==> src/rtl/vga_frame_capture.sv <==
// VGA receiver: recovers pixel timing from sync pulses sampled in clk, writes active pixels to a frame buffer,
// and keeps a per-frame checksum and frame count. Define VGA_CAP_ERR_EN to build the line/frame length checkers.
module vga_frame_capture #(
  parameter int H_ACTIVE = 640,
  parameter int H_FP     = 16,
  parameter int H_SYNC   = 96,
  parameter int H_BP     = 48,
  parameter int V_ACTIVE = 480,
  parameter int V_FP     = 10,
  parameter int V_SYNC   = 2,
  parameter int V_BP     = 33,
  parameter int ADDR_W   = 19
) (
  input  logic              clk,
  input  logic              rst,
  input  logic              vga_clk,
  input  logic              h_sync,
  input  logic              v_sync,
  input  logic [23:0]       rgb,
  input  logic              cap_en,
  input  logic              err_clr,
  output logic              wr_en,
  output logic [ADDR_W-1:0] wr_addr,
  output logic [23:0]       wr_data,
  output logic              frame_done,
  output logic [31:0]       frame_sum,
  output logic [15:0]       frame_cnt,
  output logic              busy,
  output logic              h_err,
  output logic              v_err
);

  typedef enum logic [1:0] {IDLE, WAIT_VS, CAPTURE} state_t;

  localparam logic [11:0] H_START   = 12'(H_SYNC + H_BP);
  localparam logic [11:0] H_STOP    = 12'(H_SYNC + H_BP + H_ACTIVE);
  localparam logic [10:0] V_START   = 11'(V_SYNC + V_BP);
  localparam logic [10:0] V_STOP    = 11'(V_SYNC + V_BP + V_ACTIVE);
  localparam logic [11:0] LAST_COL  = 12'(H_ACTIVE - 1);
  localparam logic [10:0] LAST_LINE = 11'(V_ACTIVE - 1);

  state_t state_reg, state_next;

  logic              vclk_q, hs_q, vs_q;
  logic              strobe, hfall, vfall;
  logic [11:0]       hcnt_reg, hcnt_next;
  logic [10:0]       vcnt_reg, vcnt_next;
  logic [11:0]       col;
  logic [10:0]       line;
  logic              active_pix, cap_pix, is_last;
  logic [ADDR_W-1:0] addr_next;

  logic              wr_en_reg;
  logic [ADDR_W-1:0] wr_addr_reg;
  logic [23:0]       wr_data_reg;
  logic              last_reg;
  logic              frame_done_reg;
  logic [31:0]       frame_sum_reg;
  logic [15:0]       frame_cnt_reg;
  logic [31:0]       acc_reg;

  // vga_clk is plain data here: its rising edge marks one pixel slot
  assign strobe = vga_clk & ~vclk_q;
  assign hfall  = strobe & ~h_sync & hs_q;
  assign vfall  = strobe & ~v_sync & vs_q;

  always_comb begin
    hcnt_next = hcnt_reg;
    vcnt_next = vcnt_reg;
    if (strobe) begin
      if (hfall)
        hcnt_next = '0;
      else if (hcnt_reg != '1)
        hcnt_next = hcnt_reg + 12'd1;
      if (vfall)
        vcnt_next = '0;
      else if (hfall && (vcnt_reg != '1))
        vcnt_next = vcnt_reg + 11'd1;
    end
  end

  // Activity is judged on the post-update counts so the sync-edge pixel is slot 0
  assign col        = hcnt_next - H_START;
  assign line       = vcnt_next - V_START;
  assign active_pix = strobe
                      && (hcnt_next >= H_START) && (hcnt_next < H_STOP)
                      && (vcnt_next >= V_START) && (vcnt_next < V_STOP);
  assign cap_pix    = active_pix && (state_reg == CAPTURE);
  assign is_last    = (col == LAST_COL) && (line == LAST_LINE);
  assign addr_next  = ADDR_W'(line) * ADDR_W'(H_ACTIVE) + ADDR_W'(col);

  always_ff @(posedge clk) begin
    if (rst)
      state_reg <= IDLE;
    else
      state_reg <= state_next;
  end

  always_comb begin
    state_next = state_reg;
    unique case (state_reg)
      IDLE: begin
        if (cap_en)
          state_next = WAIT_VS;
      end
      WAIT_VS: begin
        if (!cap_en)
          state_next = IDLE;
        else if (vfall)
          state_next = CAPTURE;
      end
      CAPTURE: begin
        // A vfall here just restarts the frame; only completion leaves CAPTURE
        if (last_reg)
          state_next = cap_en ? WAIT_VS : IDLE;
      end
      default: state_next = IDLE;
    endcase
  end

  always_ff @(posedge clk) begin
    if (rst) begin
      vclk_q         <= 1'b0;
      hs_q           <= 1'b0;
      vs_q           <= 1'b0;
      hcnt_reg       <= '0;
      vcnt_reg       <= '0;
      wr_en_reg      <= 1'b0;
      wr_addr_reg    <= '0;
      wr_data_reg    <= '0;
      last_reg       <= 1'b0;
      frame_done_reg <= 1'b0;
      frame_sum_reg  <= '0;
      frame_cnt_reg  <= '0;
      acc_reg        <= '0;
    end else begin
      vclk_q   <= vga_clk;
      hcnt_reg <= hcnt_next;
      vcnt_reg <= vcnt_next;
      if (strobe) begin
        hs_q <= h_sync;
        vs_q <= v_sync;
      end

      wr_en_reg <= cap_pix;
      last_reg  <= cap_pix && is_last;
      if (cap_pix) begin
        wr_addr_reg <= addr_next;
        wr_data_reg <= rgb;
      end

      frame_done_reg <= last_reg;
      if (last_reg) begin
        frame_sum_reg <= acc_reg;
        frame_cnt_reg <= frame_cnt_reg + 16'd1;
      end

      // Strobes are never back to back, so cap_pix and last_reg are exclusive
      if (vfall && (state_reg != IDLE))
        acc_reg <= '0;
      else if (cap_pix)
        acc_reg <= acc_reg + {8'h00, rgb};
      else if (last_reg)
        acc_reg <= '0;
    end
  end

  assign wr_en      = wr_en_reg;
  assign wr_addr    = wr_addr_reg;
  assign wr_data    = wr_data_reg;
  assign frame_done = frame_done_reg;
  assign frame_sum  = frame_sum_reg;
  assign frame_cnt  = frame_cnt_reg;
  assign busy       = (state_reg != IDLE);

`ifdef VGA_CAP_ERR_EN
  localparam logic [12:0] H_TOTAL = 13'(H_FP + H_SYNC + H_BP + H_ACTIVE);
  localparam logic [11:0] V_TOTAL = 12'(V_FP + V_SYNC + V_BP + V_ACTIVE);

  logic h_seen_reg, v_seen_reg, h_err_reg, v_err_reg;
  logic h_bad, v_bad;

  // Counts are compared before they reset, so the sync-edge slot makes up the +1
  assign h_bad = hfall && h_seen_reg && (({1'b0, hcnt_reg} + 13'd1) != H_TOTAL);
  assign v_bad = vfall && v_seen_reg && (({1'b0, vcnt_reg} + 12'd1) != V_TOTAL);

  always_ff @(posedge clk) begin
    if (rst) begin
      h_seen_reg <= 1'b0;
      v_seen_reg <= 1'b0;
      h_err_reg  <= 1'b0;
      v_err_reg  <= 1'b0;
    end else begin
      if (hfall) h_seen_reg <= 1'b1;
      if (vfall) v_seen_reg <= 1'b1;
      if (h_bad)        h_err_reg <= 1'b1;
      else if (err_clr) h_err_reg <= 1'b0;
      if (v_bad)        v_err_reg <= 1'b1;
      else if (err_clr) v_err_reg <= 1'b0;
    end
  end

  assign h_err = h_err_reg;
  assign v_err = v_err_reg;
`else
  logic unused_cfg;
  assign unused_cfg = ^{err_clr, 12'(H_FP), 11'(V_FP)};
  assign h_err = 1'b0;
  assign v_err = 1'b0;
`endif

endmodule

==> config.mk <==
export PLATFORM = sky130hd
export DESIGN_NAME = vga_frame_capture
export DESIGN_NICKNAME = d
export VERILOG_FILES = /design/src/rtl/vga_frame_capture.sv
export SDC_FILE = /design/constraint.sdc
export NUM_CORES = 1
export LEC_CHECK = 0
export CORE_MARGIN = 2
export CORE_UTILIZATION = 40
export DETAILED_ROUTE_END_ITERATION = 6
export PLACE_DENSITY = 0.69
export SETUP_SLACK_MARGIN = 0.2
export SLEW_MARGIN = 20
export SYNTH_ARGS = -nofsm -noshare
export SYNTH_HDL_FRONTEND = slang
export SYNTH_SLANG_ARGS = --single-unit
export TNS_END_PERCENT = 1
==> constraint.sdc <==
create_clock -name clk -period 9.4 [get_ports clk]
set_input_delay 2.35 -clock clk [delete_from_list [all_inputs] [get_ports clk]]
set_output_delay 2.35 -clock clk [all_outputs]
set_load 0.02 [all_outputs]
* Word-level counts from Yosys, hierarchy flattened *
Cells that the tools add are included.

storage, ports and cells
  flip-flop bits (word level) = 154
  input bits = 31

cells by class
  muxes and demuxes = 14
  equality and inequality tests = 9
  reductions and logical operators = 14
  bitwise logic cells = 8
  $lt $le $gt $ge = 4
  $mul = 1
  add/subtract/negate cells = 7

operators with widths
  operator                 count
  $mux W32                 2
  $mux W12                 3
  $mux W11                 3
  $add A32 B24 Y32         1
  $add A19 B12 Y19         1
  $add A16 B1 Y16 const B  1
  $add A12 B1 Y12 const B  1
  $eq A12 B10 Y1 const B   1
  $ge A12 B8 Y1 const B    1
  $lt A12 B10 Y1 const B   1
  $mul A11 B3 Y12 const B  1
  $ne A12 B12 Y1 const B   1
  $sub A12 B8 Y12 const B  1
  $add A11 B1 Y11 const B  1
  $eq A11 B9 Y1 const B    1
  $ge A11 B6 Y1 const B    1
  $lt A11 B10 Y1 const B   1
  $ne A11 B11 Y1 const B   1
  $sub A11 B6 Y11 const B  1
  $logic_and A1 B1 Y1      9
  $mux W2                  4
  $pmux W2 S3              1
  $and A1 B1 Y1            5
  $ne A2 B2 Y1 const B     2
  9 further kinds          12

* Logic depth before layout (Yosys ltp) *
  depth in word-level cells = 13
  mapped depth = 21
  depth with buffers taken out = 21

* Worst setup path after synthesis *
No wires, ideal clock.

  path type = in2reg
  start point = input v_sync
  end point = register wr_addr_reg[18] (netlist: wr_addr[18])
  setup slack = 2.713 ns
  arrival time = 6.602 ns
  stages on the path = 19
  library setup time = 0.086 ns
  buffers on the path = 2
  cells stage by stage = and4bb_2 -> clkbuf_1 -> clkbuf_1 -> or2_2 -> inv_1 -> ha_1 -> or3b_2 -> xnor2_1 -> ha_1 -> fa_1 -> a21o_1 -> a21oi_1 -> o21bai_1 -> a21oi_1 -> xnor2_1 -> inv_1 -> nand3_1 -> xnor3_1 -> a211oi_1

between the ends
  cells in the longest elaborated chain, start to end = 9

RTL lines
  what                                                                      RTL line  source
  start: declaration                                                        18        input logic v_sync,
  $not A1 Y1 (*)                                                            65        assign vfall = strobe & ~v_sync & vs_q;
  $and A1 B1 Y1 (*) (2 in series)                                           65
  $mux W11 (*)                                                              75        if (vfall)
  $mux W11 (*)                                                              70        if (strobe) begin
  net vcnt_next[0]                                                          47        logic [10:0] vcnt_reg, vcnt_next;
  parallel branches: the longest is 4 deep, another holds $add A19 B12 Y19  n/a
  end signal: assignment                                                    148       wr_addr_reg <= addr_next;
  end: declaration                                                          54        logic [ADDR_W-1:0] wr_addr_reg;

Mark *: on every way through the listed nets, which the timed path passes.
A chain may end at the register's enable or synchronous reset.

* Worst setup path in the final report *
  start point = input vga_clk
  end point = register wr_addr_reg[18] (netlist: wr_addr[18])

between the ends
  cells in the longest elaborated chain, start to end = 11

RTL lines
  what                                                                      RTL line  source
  start: declaration                                                        16        input logic vga_clk,
  $and A1 B1 Y1 (*)                                                         63        assign strobe = vga_clk & ~vclk_q;
  $and A1 B1 Y1 (2 in series)                                               64        assign hfall = strobe & ~h_sync & hs_q;
  $logic_and A1 B1 Y1                                                       77        else if (hfall && (vcnt_reg != '1))
  $mux W11                                                                  77
  $mux W11                                                                  75
  $mux W11 (*)                                                              70
  net vcnt_next[0]                                                          47
  parallel branches: the longest is 4 deep, another holds $add A19 B12 Y19  n/a

Marks and branches as above.

==> summary.md <==
| Metric | Value |
|---|---|
| Clock Tree Buf Depth | 2 |
| Latest clock arrival within the worst-skew pair | ~430 ps |
| Setup crit end kind | flip-flop |
| Fin area | 10600 µm² |
| Final setup viols | 0 |
| Synth unique cells | 85 |
| RSZ-0062 raised after global routing | false |
| Pin count of the biggest net entering global routing | 83 |
| WHS Path Cells | 2 |
| Hold Crit Start | wr_data[8]$_SDFFE_PP0P_ |
| Primary FF master, synth | dfxtp_1 |
| Max Fanout on Critical Path | 15 |
| Gpl congestion | 0.846 |
| Layout cells sized above 1 | roughly 6.4% |
| CTS buffer count | 17 |
| Mapped Area | 8690 µm² |
| Slew Limit Fails | 0 |
| Die height | 151 µm |
| Asr flop ratio synth | 0% |
| #FFs+latches synth | 154 |
| Reg2Reg Depth | 19 |
| R2r setup slk | 4230 ps |
| Crit Path Class | in -> reg |
| # rows | 53 |
| Detail Route Antenna Nets | 0 |
| Max_cap viols | 0 |
| Via count | 7571 |
| Worst hold endpoint | wr_data[8]$_SDFFE_PP0P_ |
| Layout Nets | 1204 |
| Initial antenna violation count | 0 |
| CTS tree | done |
| Grt total ovfl | 0 |
| Vias/cell | 5.39 |
| Post-Route Setup TNS | 0 ps |
| # diodes | 0 |
| Clock transition at the registers of the reported paths | 70 ps |
| Routed WL | 21700 µm |
| Leakage power | between 3 and 4 nW |
| First-pass GRT wire length | 35900 µm |
| # port buffers | 123 |
| Final period utilization | 77.6% |
| Avg Cell Area, Syn | 8.50 µm² |
| Placed instance area | 9980 µm² |
| CTS H-tree lvls | 4 |
| Hold_buf cts | 0 |
| Required time of the worst setup path | 9730 ps |
| Post-cts resize count | 0 |
| Final hold vios | 0 |
| Rel. slew slack | 40.4% |
| Effective utilization at floorplan | 41.1% |
| DRC | 0 |
| Synth Instances | 1022 |
| Drt pass-1 iters | 4 |
| DR WL/cell | 15.4 µm |
| RR Startpoint | vclk_q$_SDFF_PP0_ |
| Yosys Warn Count | 0 |
| Horiz. Die Dim | 151 µm |
| Die area | 22900 µm² |
| Vias in the first global route | 7202 |
| Sequential area share after synthesis | a little over a third |
| Tmin final | 7290 ps |
| DRT iter0 DRCs | 366 |
| CP Launch Type | primary input |
| Worst Skew | 12.3 ps |
| Syn-to-layout area delta | 22.2% |
| GRT Total Usage | approximately a fifth |
| Core area | ~21000 µm² |
| Root Buffer | clkbuf_16 |
| Arrival time worst endpoint | 7630 ps |
| Power, Total | about 1.5 mW |
| Worst r2r dst | wr_addr[18]$_SDFFE_PP0P_ |
| Clk sinks | about 150 |
| Power Density | around 140 nW/µm² |
| VDD IR-drop max | 0.126 mV |
| Post-synth EDFFs | 0 |
| Post-DP HPWL | roughly 15000 µm |
| F_max | 137 MHz |
| FILL cells | 1993 |
| Outcome | finished clean |
| Setup Fix Bufs, Post-CTS | 0 |
| Worst-Margin Slew | ~890 ps |
| Hold Crit Class | reg -> reg |
| IO Pins | between 100 and 150 |
## power breakdown
part           switching [mW]  leakage (nW)  internal (mW)  total [mW]
clock network           0.309         0.307          0.429       0.738
logic                  0.0415          2.35         0.0296      0.0711
registers             0.00263          1.24          0.654       0.657
total                   0.353          3.90           1.11        1.47
## logic make-up (layout without fill, tap and decap cells)
logic type      count (synthesis)  in the layout  synth area share (%)
fa+ha+maj                      57             57                  8.47
simple gates                  405            405                  23.2
buf+inv                        74            180                  4.57
flops                         154            154                  35.5
mux                            40             40                  4.62
compound gates                222            222                  16.5
xor+xnor                       69             69                  7.12
other cells                     1              2                0.0432
## cells in the mapped netlist, types with 16 or more instances
| master | n | area, µm² |
|---|---|---|
| a211oi_1 | 16 | 120 |
| a21oi_1 | 94 | 470 |
| clkbuf_1 | 27 | 101 |
| dfxtp_1 | 154 | 3080 |
| ha_1 | 54 | 676 |
| inv_1 | 20 | 75.1 |
| mux2i_1 | 39 | 390 |
| nand2_1 | 123 | 462 |
| nand3_1 | 56 | 280 |
| nor2_1 | 102 | 383 |
| o21ai_0 | 22 | 110 |
| xnor2_1 | 36 | 315 |
| xor2_1 | 32 | 280 |
## how the worst max path moves through the flow
stage / start / endpoint / depth (start not counted)
floorplan: v_sync / wr_addr[18]$_SDFFE_PP0P_ / 19
global placement: vga_clk / wr_addr[18]$_SDFFE_PP0P_ / 20
detailed placement: vga_clk / wr_addr[18]$_SDFFE_PP0P_ / 21
CTS: vga_clk / wr_addr[18]$_SDFFE_PP0P_ / 21
global route: vga_clk / wr_addr[18]$_SDFFE_PP0P_ / 20
finish: vga_clk / wr_addr[18]$_SDFFE_PP0P_ / 20
## critical path, cell delays in order
cell and delay, ps:
clkdlybuf4s50_1 590, and4bb_2 480, o31a_1 320, xnor2_1 150, or2_2 180, inv_1 60
ha_1 220, or3b_2 500, xnor2_1 300, ha_1 320, fa_1 470, a21o_1 170
a21oi_1 220, o21bai_1 90, a21oi_1 230, o21bai_1 100, a21oi_1 170, xor2_1 200
xnor3_1 230, a211oi_1 250
## routing by layer
| layer | wire, µm | share of wire (%) | up-vias | track usage, % |
|---|---|---|---|---|
| met4 | 457 | 2.1 | 0 | 6.68 |
| met2 | 9460 | 44 | 195 | 29.8 |
| met3 | 937 | 4.3 | 29 | 3.04 |
| met5 | 0 | 0 | - | 0 |
| met1 | 10800 | 50 | 3504 | 27.5 |
| li1 | - | - | 3843 | - |
## cells in the final DEF, fill, tap and decap left out, types with 7 or more instances in the layout
cell type / n
clkdlybuf4s50_1: 122
a31oi_1: 13
or4_1: 9
nand2_1: 123
a21o_1: 14
xor2_1: 32
inv_1: 19
nand4_1: 15
ha_1: 54
and4_1: 9
a211oi_1: 16
nor3_1: 15
clkbuf_16: 17
o21bai_1: 10
mux2i_1: 39
o21ai_0: 22
nor2_1: 102
nand3_1: 55
a21oi_1: 94
o211ai_1: 10
and3_1: 10
dfxtp_1: 153
nor2b_1: 10
o21a_1: 7
or3_1: 7
xnor2_1: 36
## area by class of cell
class,instances,area (µm²),area share [%]
timing repair buffer,128,1270,11.9
sequential,154,3080,29.1
inverter,20,75.1,0.707
clock inverter,15,205,1.93
clock buffer,17,425,4.01
tap,275,344,3.24
multi-input combinational,795,5220,49.1
## metrics by stage
step | instances | hold WS (ps) | worst slack (ps) | utilization, %
6_report | 1404 | 450 | 2110 | 50.2
5_1_grt | 1404 | 467 | 1720 | 50.2
4_1_cts | 1404 | 453 | 2150 | 50.2
3_3_place_gp | 1372 | 439 | 1840 | 47.2
2_1_floorplan | 1023 | 440 | 2710 | -
3_5_place_dp | 1372 | 445 | 1760 | 47.2
No activity file was read; power rests on OpenSTA's default activity.
